==> config.mk <==
export PLATFORM = sky130hd
export DESIGN_NAME = pipeline_hazard_ctrl
export DESIGN_NICKNAME = d
export VERILOG_FILES = /design/src/rtl/pipeline_hazard_ctrl.sv
export SDC_FILE = /design/constraint.sdc
export NUM_CORES = 1
export LEC_CHECK = 0
export BUFFER_PORTS_ARGS = -buffer_cell sky130_fd_sc_hd__buf_4
export CELL_PAD_IN_SITES_DETAIL_PLACEMENT = 0
export CELL_PAD_IN_SITES_GLOBAL_PLACEMENT = 2
export CORE_MARGIN = 10
export CORE_UTILIZATION = 33
export CTS_CLUSTER_DIAMETER = 200
export CTS_CLUSTER_SIZE = 20
export DETAILED_ROUTE_END_ITERATION = 8
export PLACE_DENSITY = 0.88
export SLEW_MARGIN = 40
export SYNTH_ARGS = -nofsm -noshare
export SYNTH_HDL_FRONTEND = slang
export SYNTH_SLANG_ARGS = --single-unit
==> constraint.sdc <==
create_clock -name clk -period 6.5 [get_ports clk]
set_clock_uncertainty 0.15 [all_clocks]
set_input_delay 0.325 -clock clk [delete_from_list [all_inputs] [get_ports clk]]
set_output_delay 0.325 -clock clk [all_outputs]
set_load 0.02 [all_outputs]
==> src/rtl/pipeline_hazard_ctrl.sv <==
// pipeline_hazard_ctrl
//   Central stall/flush sequencer for the 5-stage RISC-V pipeline.
//   Resolves load-use hazards, taken-branch flushes, data-memory wait states
//   and multi-cycle EX operations, drives the pipeline register enables and
//   bubble inserts, and keeps saturating stall/flush performance counters.
//   Control outputs are combinational from the registered state and the
//   current-cycle hazard inputs so that a hazard takes effect in the cycle
//   it is detected.
module pipeline_hazard_ctrl #(
  parameter int CNT_W      = 32,
  parameter int MC_TIMEOUT = 64
) (
  input  logic             clk,
  input  logic             rst,
  input  logic [4:0]       id_rs1,
  input  logic [4:0]       id_rs2,
  input  logic             id_use_rs1,
  input  logic             id_use_rs2,
  input  logic [4:0]       ex_rd,
  input  logic             ex_mem_read,
  input  logic             ex_branch_taken,
  input  logic             ex_is_mc,
  input  logic             mc_done,
  input  logic             dmem_busy,
  output logic             pc_write,
  output logic             if_id_write,
  output logic             id_ex_write,
  output logic             ex_mem_write,
  output logic             if_id_flush,
  output logic             id_ex_flush,
  output logic             ex_mem_flush,
  output logic             mem_wb_flush,
  output logic             mc_start,
  output logic             mc_timeout,
  output logic [CNT_W-1:0] stall_cnt,
  output logic [CNT_W-1:0] flush_cnt
);

  // Watchdog timer only needs to hold 0 .. MC_TIMEOUT-1.
  localparam int            TW    = (MC_TIMEOUT > 1) ? $clog2(MC_TIMEOUT) : 1;
  localparam bit            WD_EN = (MC_TIMEOUT > 0);
  localparam logic [TW-1:0] TMAX  = TW'((MC_TIMEOUT > 0) ? (MC_TIMEOUT - 1) : 0);

  typedef enum logic [0:0] {
    RUN     = 1'b0,
    MC_BUSY = 1'b1
  } state_t;

  state_t        state;
  state_t        state_nxt;
  logic          done_pend;
  logic          done_pend_nxt;
  logic [TW-1:0] mc_timer;
  logic [TW-1:0] mc_timer_nxt;
  logic          load_use;
  logic          set_timeout;
  logic          branch_flush;

  // Load-use hazard: a load in EX writes a register the ID instruction reads.
  always_comb begin
    load_use = ex_mem_read && (ex_rd != 5'd0) &&
               ((id_use_rs1 && (id_rs1 == ex_rd)) ||
                (id_use_rs2 && (id_rs2 == ex_rd)));
  end

  // Priority resolution of hazards into enables, bubbles and next state.
  always_comb begin
    pc_write      = 1'b1;
    if_id_write   = 1'b1;
    id_ex_write   = 1'b1;
    ex_mem_write  = 1'b1;
    if_id_flush   = 1'b0;
    id_ex_flush   = 1'b0;
    ex_mem_flush  = 1'b0;
    mem_wb_flush  = 1'b0;
    mc_start      = 1'b0;
    state_nxt     = state;
    done_pend_nxt = done_pend;
    mc_timer_nxt  = mc_timer;
    set_timeout   = 1'b0;
    branch_flush  = 1'b0;

    if (rst) begin
      pc_write      = 1'b0;
      if_id_write   = 1'b0;
      id_ex_write   = 1'b0;
      ex_mem_write  = 1'b0;
      if_id_flush   = 1'b1;
      id_ex_flush   = 1'b1;
      ex_mem_flush  = 1'b1;
      mem_wb_flush  = 1'b1;
      state_nxt     = RUN;
      done_pend_nxt = 1'b0;
      mc_timer_nxt  = '0;
    end else if (dmem_busy) begin
      // Whole front of the pipe freezes; MEM/WB gets a bubble.
      pc_write     = 1'b0;
      if_id_write  = 1'b0;
      id_ex_write  = 1'b0;
      ex_mem_write = 1'b0;
      mem_wb_flush = 1'b1;
      if (state == MC_BUSY) begin
        // Remember a completion that arrives while MEM is stalled.
        if (mc_done) begin
          done_pend_nxt = 1'b1;
        end else begin
          done_pend_nxt = done_pend;
        end
        // Timer holds at its limit so the watchdog fires once MEM frees up.
        if (mc_timer != TMAX) begin
          mc_timer_nxt = mc_timer + {{(TW-1){1'b0}}, 1'b1};
        end else begin
          mc_timer_nxt = mc_timer;
        end
      end else begin
        done_pend_nxt = done_pend;
      end
    end else if (state == MC_BUSY) begin
      if (mc_done || done_pend) begin
        // Result valid: EX/MEM captures it with default enables.
        state_nxt     = RUN;
        done_pend_nxt = 1'b0;
      end else if (WD_EN && (mc_timer == TMAX)) begin
        // Watchdog: abandon the op, release the pipe like a normal completion.
        set_timeout   = 1'b1;
        state_nxt     = RUN;
        done_pend_nxt = 1'b0;
      end else begin
        pc_write     = 1'b0;
        if_id_write  = 1'b0;
        id_ex_write  = 1'b0;
        ex_mem_flush = 1'b1;
        mc_timer_nxt = mc_timer + {{(TW-1){1'b0}}, 1'b1};
      end
    end else if (ex_branch_taken) begin
      // Wrong-path instructions in IF/ID and ID/EX are squashed.
      if_id_flush  = 1'b1;
      id_ex_flush  = 1'b1;
      branch_flush = 1'b1;
    end else if (ex_is_mc) begin
      mc_start     = 1'b1;
      pc_write     = 1'b0;
      if_id_write  = 1'b0;
      id_ex_write  = 1'b0;
      ex_mem_flush = 1'b1;
      state_nxt    = MC_BUSY;
      mc_timer_nxt = '0;
    end else if (load_use) begin
      pc_write    = 1'b0;
      if_id_write = 1'b0;
      id_ex_flush = 1'b1;
    end else begin
      state_nxt = RUN;
    end
  end

  // Sequencer state, watchdog flag and saturating performance counters.
  always_ff @(posedge clk) begin
    if (rst) begin
      state      <= RUN;
      done_pend  <= 1'b0;
      mc_timer   <= '0;
      mc_timeout <= 1'b0;
      stall_cnt  <= '0;
      flush_cnt  <= '0;
    end else begin
      state     <= state_nxt;
      done_pend <= done_pend_nxt;
      mc_timer  <= mc_timer_nxt;
      if (set_timeout) begin
        mc_timeout <= 1'b1;
      end
      if (!pc_write && (stall_cnt != {CNT_W{1'b1}})) begin
        stall_cnt <= stall_cnt + {{(CNT_W-1){1'b0}}, 1'b1};
      end
      if (branch_flush && (flush_cnt != {CNT_W{1'b1}})) begin
        flush_cnt <= flush_cnt + {{(CNT_W-1){1'b0}}, 1'b1};
      end
    end
  end

endmodule

# Yosys cells after proc, flatten, opt, wreduce, memory -nomap -nowiden
# Index checks and enable logic that the tools add are counted.
[classes]
add_sub_neg = 3
eq_ne = 12
muxes = 56
n_reduce_logical = 14
[ops]
columns = ["op", "n"]
rows = [
  ["$add A32 B1 Y32 const B", 2],
  ["$ne A32 B32 Y1 const B", 2],
  ["$mux W1", 48],
  ["$mux W6", 8],
  ["$eq A5 B5 Y1", 2],
  ["$add A6 B1 Y6 const B", 1],
  ["$eq A6 B6 Y1 const B", 1],
  ["$logic_and A1 B1 Y1", 6],
  ["$ne A2 B1 Y1 const B", 3],
  ["$ne A3 B3 Y1 const B", 2],
  ["$ne A6 B6 Y1 const B", 1],
  ["$reduce_and A6 Y1", 1],
  ["$reduce_bool A5 Y1", 1],
  ["$reduce_and A3 Y1", 1],
  ["$reduce_bool A3 Y1", 1],
  ["$logic_or A1 B1 Y1", 2],
  ["$ne A2 B2 Y1 const B", 1],
  ["$reduce_bool A2 Y1", 1],
  ["$logic_not A1 Y1", 1],
]
[totals]
reg_bits = 73
input_bits = 24
out_inout_bits = 74
wordCells = 91

# Depth between registers and ports, before layout
[logic_depth]
ltp_word = 12
mapped_depth = 9
mapped_depth_nobuf = 7

# Worst setup path after synthesis
# No wires, ideal clock.
[synth_timing]
path_kind = "reg2out"
startpoint = "register mc_timer[0]"
endpoint = "output port pc_write"
t_arrival_ns = 1.998
t_required_ns = 6.025
setup_slack_ns = 4.027
stages_incl_launch_ff = 9
n_path_buf = 3
cell_sequence = "dfxtp_1 -> ha_1 -> inv_1 -> or2_2 -> a32o_1 -> a211oi_2 -> buf_2 -> buf_2 -> buf_4"
[synth_via]
elab_chain_cells = 6
[synth_lines]
columns = ["element", "line", "text"]
rows = [
  ["from (decl)", "53", "logic [TW-1:0] mc_timer;"],
  ["from (signal assigned)", "169", "mc_timer <= mc_timer_nxt;"],
  ["$eq A6 B6 Y1", "123", "end else if (WD_EN && (mc_timer == TMAX)) begin"],
  ["$mux W1 (5 in a row)", "n/a", ""],
  ["to (decl)", "25", "output logic pc_write,"],
]
# No other way between the ends.

# Worst setup path after layout
[layout_timing]
startpoint = "register mc_timer[0]"
endpoint = "output port pc_write"
[layout_via]
elab_chain_cells = 6
[layout_lines]
columns = ["element", "line", "text"]
rows = [
  ["$eq A6 B6 Y1", "123", ""],
  ["$mux W1", "123", ""],
  ["$mux W1", "119", "if (mc_done || done_pend) begin"],
  ["$mux W1", "118", "end else if (state == MC_BUSY) begin"],
  ["$mux W1", "95", "end else if (dmem_busy) begin"],
  ["$mux W1", "83", "if (rst) begin"],
]
# No other way between the ends.

==> load_flow_metrics.sql <==
INSERT INTO impl_metrics (metric_group, metric, value, unit) VALUES
('critical_path', 'critPathKind', 'reg2out', ''),
('synthesis', 'yosysWarningCount', '0', ''),
('cts', 'postCtsHoldBufs', '0', ''),
('synthesis', 'synth_largest_area_cell', 'dfxtp_1', ''),
('sta', 'fmax', '344.0', 'MHz'),
('global_routing', 'grt_util_overall', '0.1300', ''),
('floorplanning', 'die_x', '128.1', 'um'),
('sta', 'report.final.setup_viol', '0', ''),
('critical_path', 'cp_cell_sequence', 'ha_1 > inv_1 > or2_2 > a32o_1 > a211oi_4 > buf_4 > buf_4', ''),
('critical_path', 'cp_data_required_time', '6.02', 'ns'),
('sta', 'grt_setup_unrepaired', 'false', ''),
('synthesis', 'synth_edf_count', '0', ''),
('synthesis', 'netlist.area_leader.share', '0.3790', ''),
('cts', 'cts_num_sinks', '73', ''),
('synthesis', 'synth_seq_cells', '73', ''),
('global_routing', 'grt-ovfl-total', '0', ''),
('floorplanning', 'die_h', '128.1', 'um'),
('synthesis', 'post_synth_inst_count', '478', ''),
('route', 'routed_wirelength', '10.85', 'mm'),
('placement', 'routabilityCongestion', '0.7545', ''),
('placement', 'dpl.hpwl', '7.819', 'mm'),
('cts', 'cts_max_path_buffers', '2', ''),
('sta', 'hold-worst-slack', '0.1448', 'ns'),
('synthesis', 'synthTopCellsByArea', 'dfxtp_1 38%, xnor2_1 6.1%, nor2_1 5.0%, a21oi_1 4.7%, or3_1 4.1%', ''),
('min_path', 'min-delay-path-class', 'in2reg', ''),
('sta', 'worst-slew-pin-transition', '0.6676', 'ns'),
('floorplanning', 'coreArea', '11420', 'um^2'),
('cts', 'cts_root_buf', 'clkbuf_16', ''),
('cells_and_area', 'antennaDiodeCount', '0', ''),
('floorplanning', 'die-area', '16410', 'um^2'),
('cts', 'cts_made_buffers', '9', ''),
('sta', 'final.setup.tns', '0', 'ns'),
('critical_path', 'max_stage_delay', '0.46', 'ns'),
('cells_and_area', 'layout_common_cells', '97 x buf_4, 73 x dfxtp_1, 51 x nor2_1, 36 x a21oi_1, 31 x nand2_1', ''),
('floorplanning', 'io_pins', '98', ''),
('critical_path', 'worst_r2r_path_depth', '8', ''),
('floorplanning', 'std_cell_rows', '39', ''),
('cells_and_area', 'fill_cells', '1186', ''),
('synthesis', 'syn_area_per_cell', '8.067', 'um^2'),
('synthesis', 'synthesis.area', '3856', 'um^2'),
('synthesis', 'netlist-cell-type-count', '47', ''),
('sta', 'drv_slew', '0', ''),
('job', 'maxCapViolCount', '0', ''),
('power_and_ir_drop', 'powerDensity', '212.7', 'nW/um^2'),
('route', 'post_drt_wl_per_cell', '15.34', 'um'),
('route', 'detail_route.drc_violations', '0', ''),
('synthesis', 'async_reset_ff_frac', '0', ''),
('global_routing', 'antenna_found_initial', '0', ''),
('critical_path', 'setup.worst_path.end_class', 'primary output', ''),
('route', 'dr_total_vias', '3718', ''),
('power_and_ir_drop', 'peak_vdd_ir', '0.09744', 'mV'),
('cts', 'postCtsSetupBuffers', '0', ''),
('route', 'drt_first_iter_violations', '211', ''),
('power_and_ir_drop', 'total_power', '1.062', 'mW'),
('route', 'vias_per_cell', '5.259', ''),
('route', 'firstDrtPassIters', '4', ''),
('global_routing', 'first_global_vias', '3459', ''),
('synthesis', 'ys_seq_area_frac', '0.3790', ''),
('cells_and_area', 'layout.nets', '586', ''),
('synthesis', 'synth_flop_cell', 'dfxtp_1', ''),
('route', 'postRouteAntennaNets', '0', ''),
('sta', 'hold_viol_final', '0', ''),
('cells_and_area', 'drive_above_1_share', '0.2340', ''),
('global_routing', 'grt_max_degree', '84', ''),
('critical_path', 'crit_arrival', '2.43', 'ns'),
('floorplanning', 'start_util', '0.3377', ''),
('placement', 'dp_worst_setup_slack', '3.787', 'ns'),
('synthesis', 'total_nets_after_synthesis', '505', ''),
('global_routing', 'wire_length_of_the_first_global_routing_pass', '17.59', 'mm'),
('min_path', 'number_of_cells_traversed_by_the_worst_hold_path', '3', ''),
('status', 'run_status', 'complete, no violations', '');
-- critical path: cells and delay by family (launching register included) --
| kind | cells | cell delay (ns) |
|---|---|---|
| buffers and inverters | 3 | 0.76 |
| flip-flops | 1 | 0.36 |
| AND/OR/NAND/NOR | 1 | 0.30 |
| AO/OA/AOI/OAI | 2 | 0.45 |
| adder cells (fa/ha/maj) | 1 | 0.21 |
-- layer usage --
metal | track usage | share of wire
met3 | 0.03557 | 0.057
met1 | 0.1609 | 0.45
met2 | 0.2096 | 0.48
met4 | 0.04967 | 0.011
met5 | 0 | 0
-- power by group --
group,internal (mW),switching [mW]
logic,0.0306,0.0416
registers,0.451,0.00409
clock network,0.350,0.185
total,0.831,0.231
-- kinds of logic after synthesis --
| kind of cell | Yosys count | synth area share |
|---|---|---|
| compound gates | 85 | 0.1340 |
| mux | 6 | 0.01752 |
| simple gates | 235 | 0.3332 |
| fa+ha+maj | 3 | 0.009735 |
| xor+xnor | 38 | 0.08631 |
| flops | 73 | 0.3790 |
| buf+inv | 38 | 0.04023 |
-- synthesized netlist by cell type (2+ instances only) --
library cell  instances
nor3_1               12
buf_2                 7
o21ai_0              21
or4_1                14
a21oi_1              36
and2_1                4
or2_2                 3
nand3_1              26
ha_1                  3
xor2_1               11
o31ai_1              13
and4_1                7
nand4_2               2
nand2_1              31
nor2_1               51
mux2_2                5
xnor2_1              27
nor2b_1               7
nand4_1              20
clkbuf_1             20
a21o_1                3
or3_1                25
inv_1                10
and3_1               15
nor4_1                7
nor4b_1               3
nand2b_1              3
dfxtp_1              73
-- state kept, by name (all words and copies together) (netlist names) --
register    cells
stall_cnt      32
flush_cnt      32
mc_timer        6
state           1
done_pend       1
mc_timeout      1
-- final cells by class --
class | instances | area [um^2] | area share
repair buffers | 98 | 739.5 | 0.1481
clock buffers | 15 | 297.8 | 0.05963
clock inverters | 1 | 30.03 | 0.006014
multi-input cells | 367 | 2248 | 0.4503
well taps | 143 | 178.9 | 0.03583
flip-flops and latches | 73 | 1461 | 0.2927
inverters | 10 | 37.54 | 0.007517
-- path summary, 6_finish.rpt --
kind	endpoint	slack [ns]	start
max	pc_write	3.59	mc_timer[0]$_SDFFE_PP0P_
min	done_pend$_SDFFE_PP0P_	0.14	mc_done
max reg2reg	stall_cnt[2]$_SDFFE_PP0P_	3.93	mc_timer[0]$_SDFFE_PP0P_
min reg2reg	mc_timer[1]$_SDFFE_PP0P_	0.34	mc_timer[1]$_SDFFE_PP0P_
-- stage by stage --
| step | utilization | instance area, um^2 | instances |
|---|---|---|---|
| after floorplan | - | 3856 | 478 |
| after global placement | 0.4082 | 4661 | 691 |
| after detailed placement | 0.4083 | 4662 | 691 |
| after CTS | 0.4370 | 4990 | 707 |
| after global routing | 0.4373 | 4994 | 707 |
| final | 0.4373 | 4994 | 707 |
No activity file was read; power rests on OpenSTA's default activity.
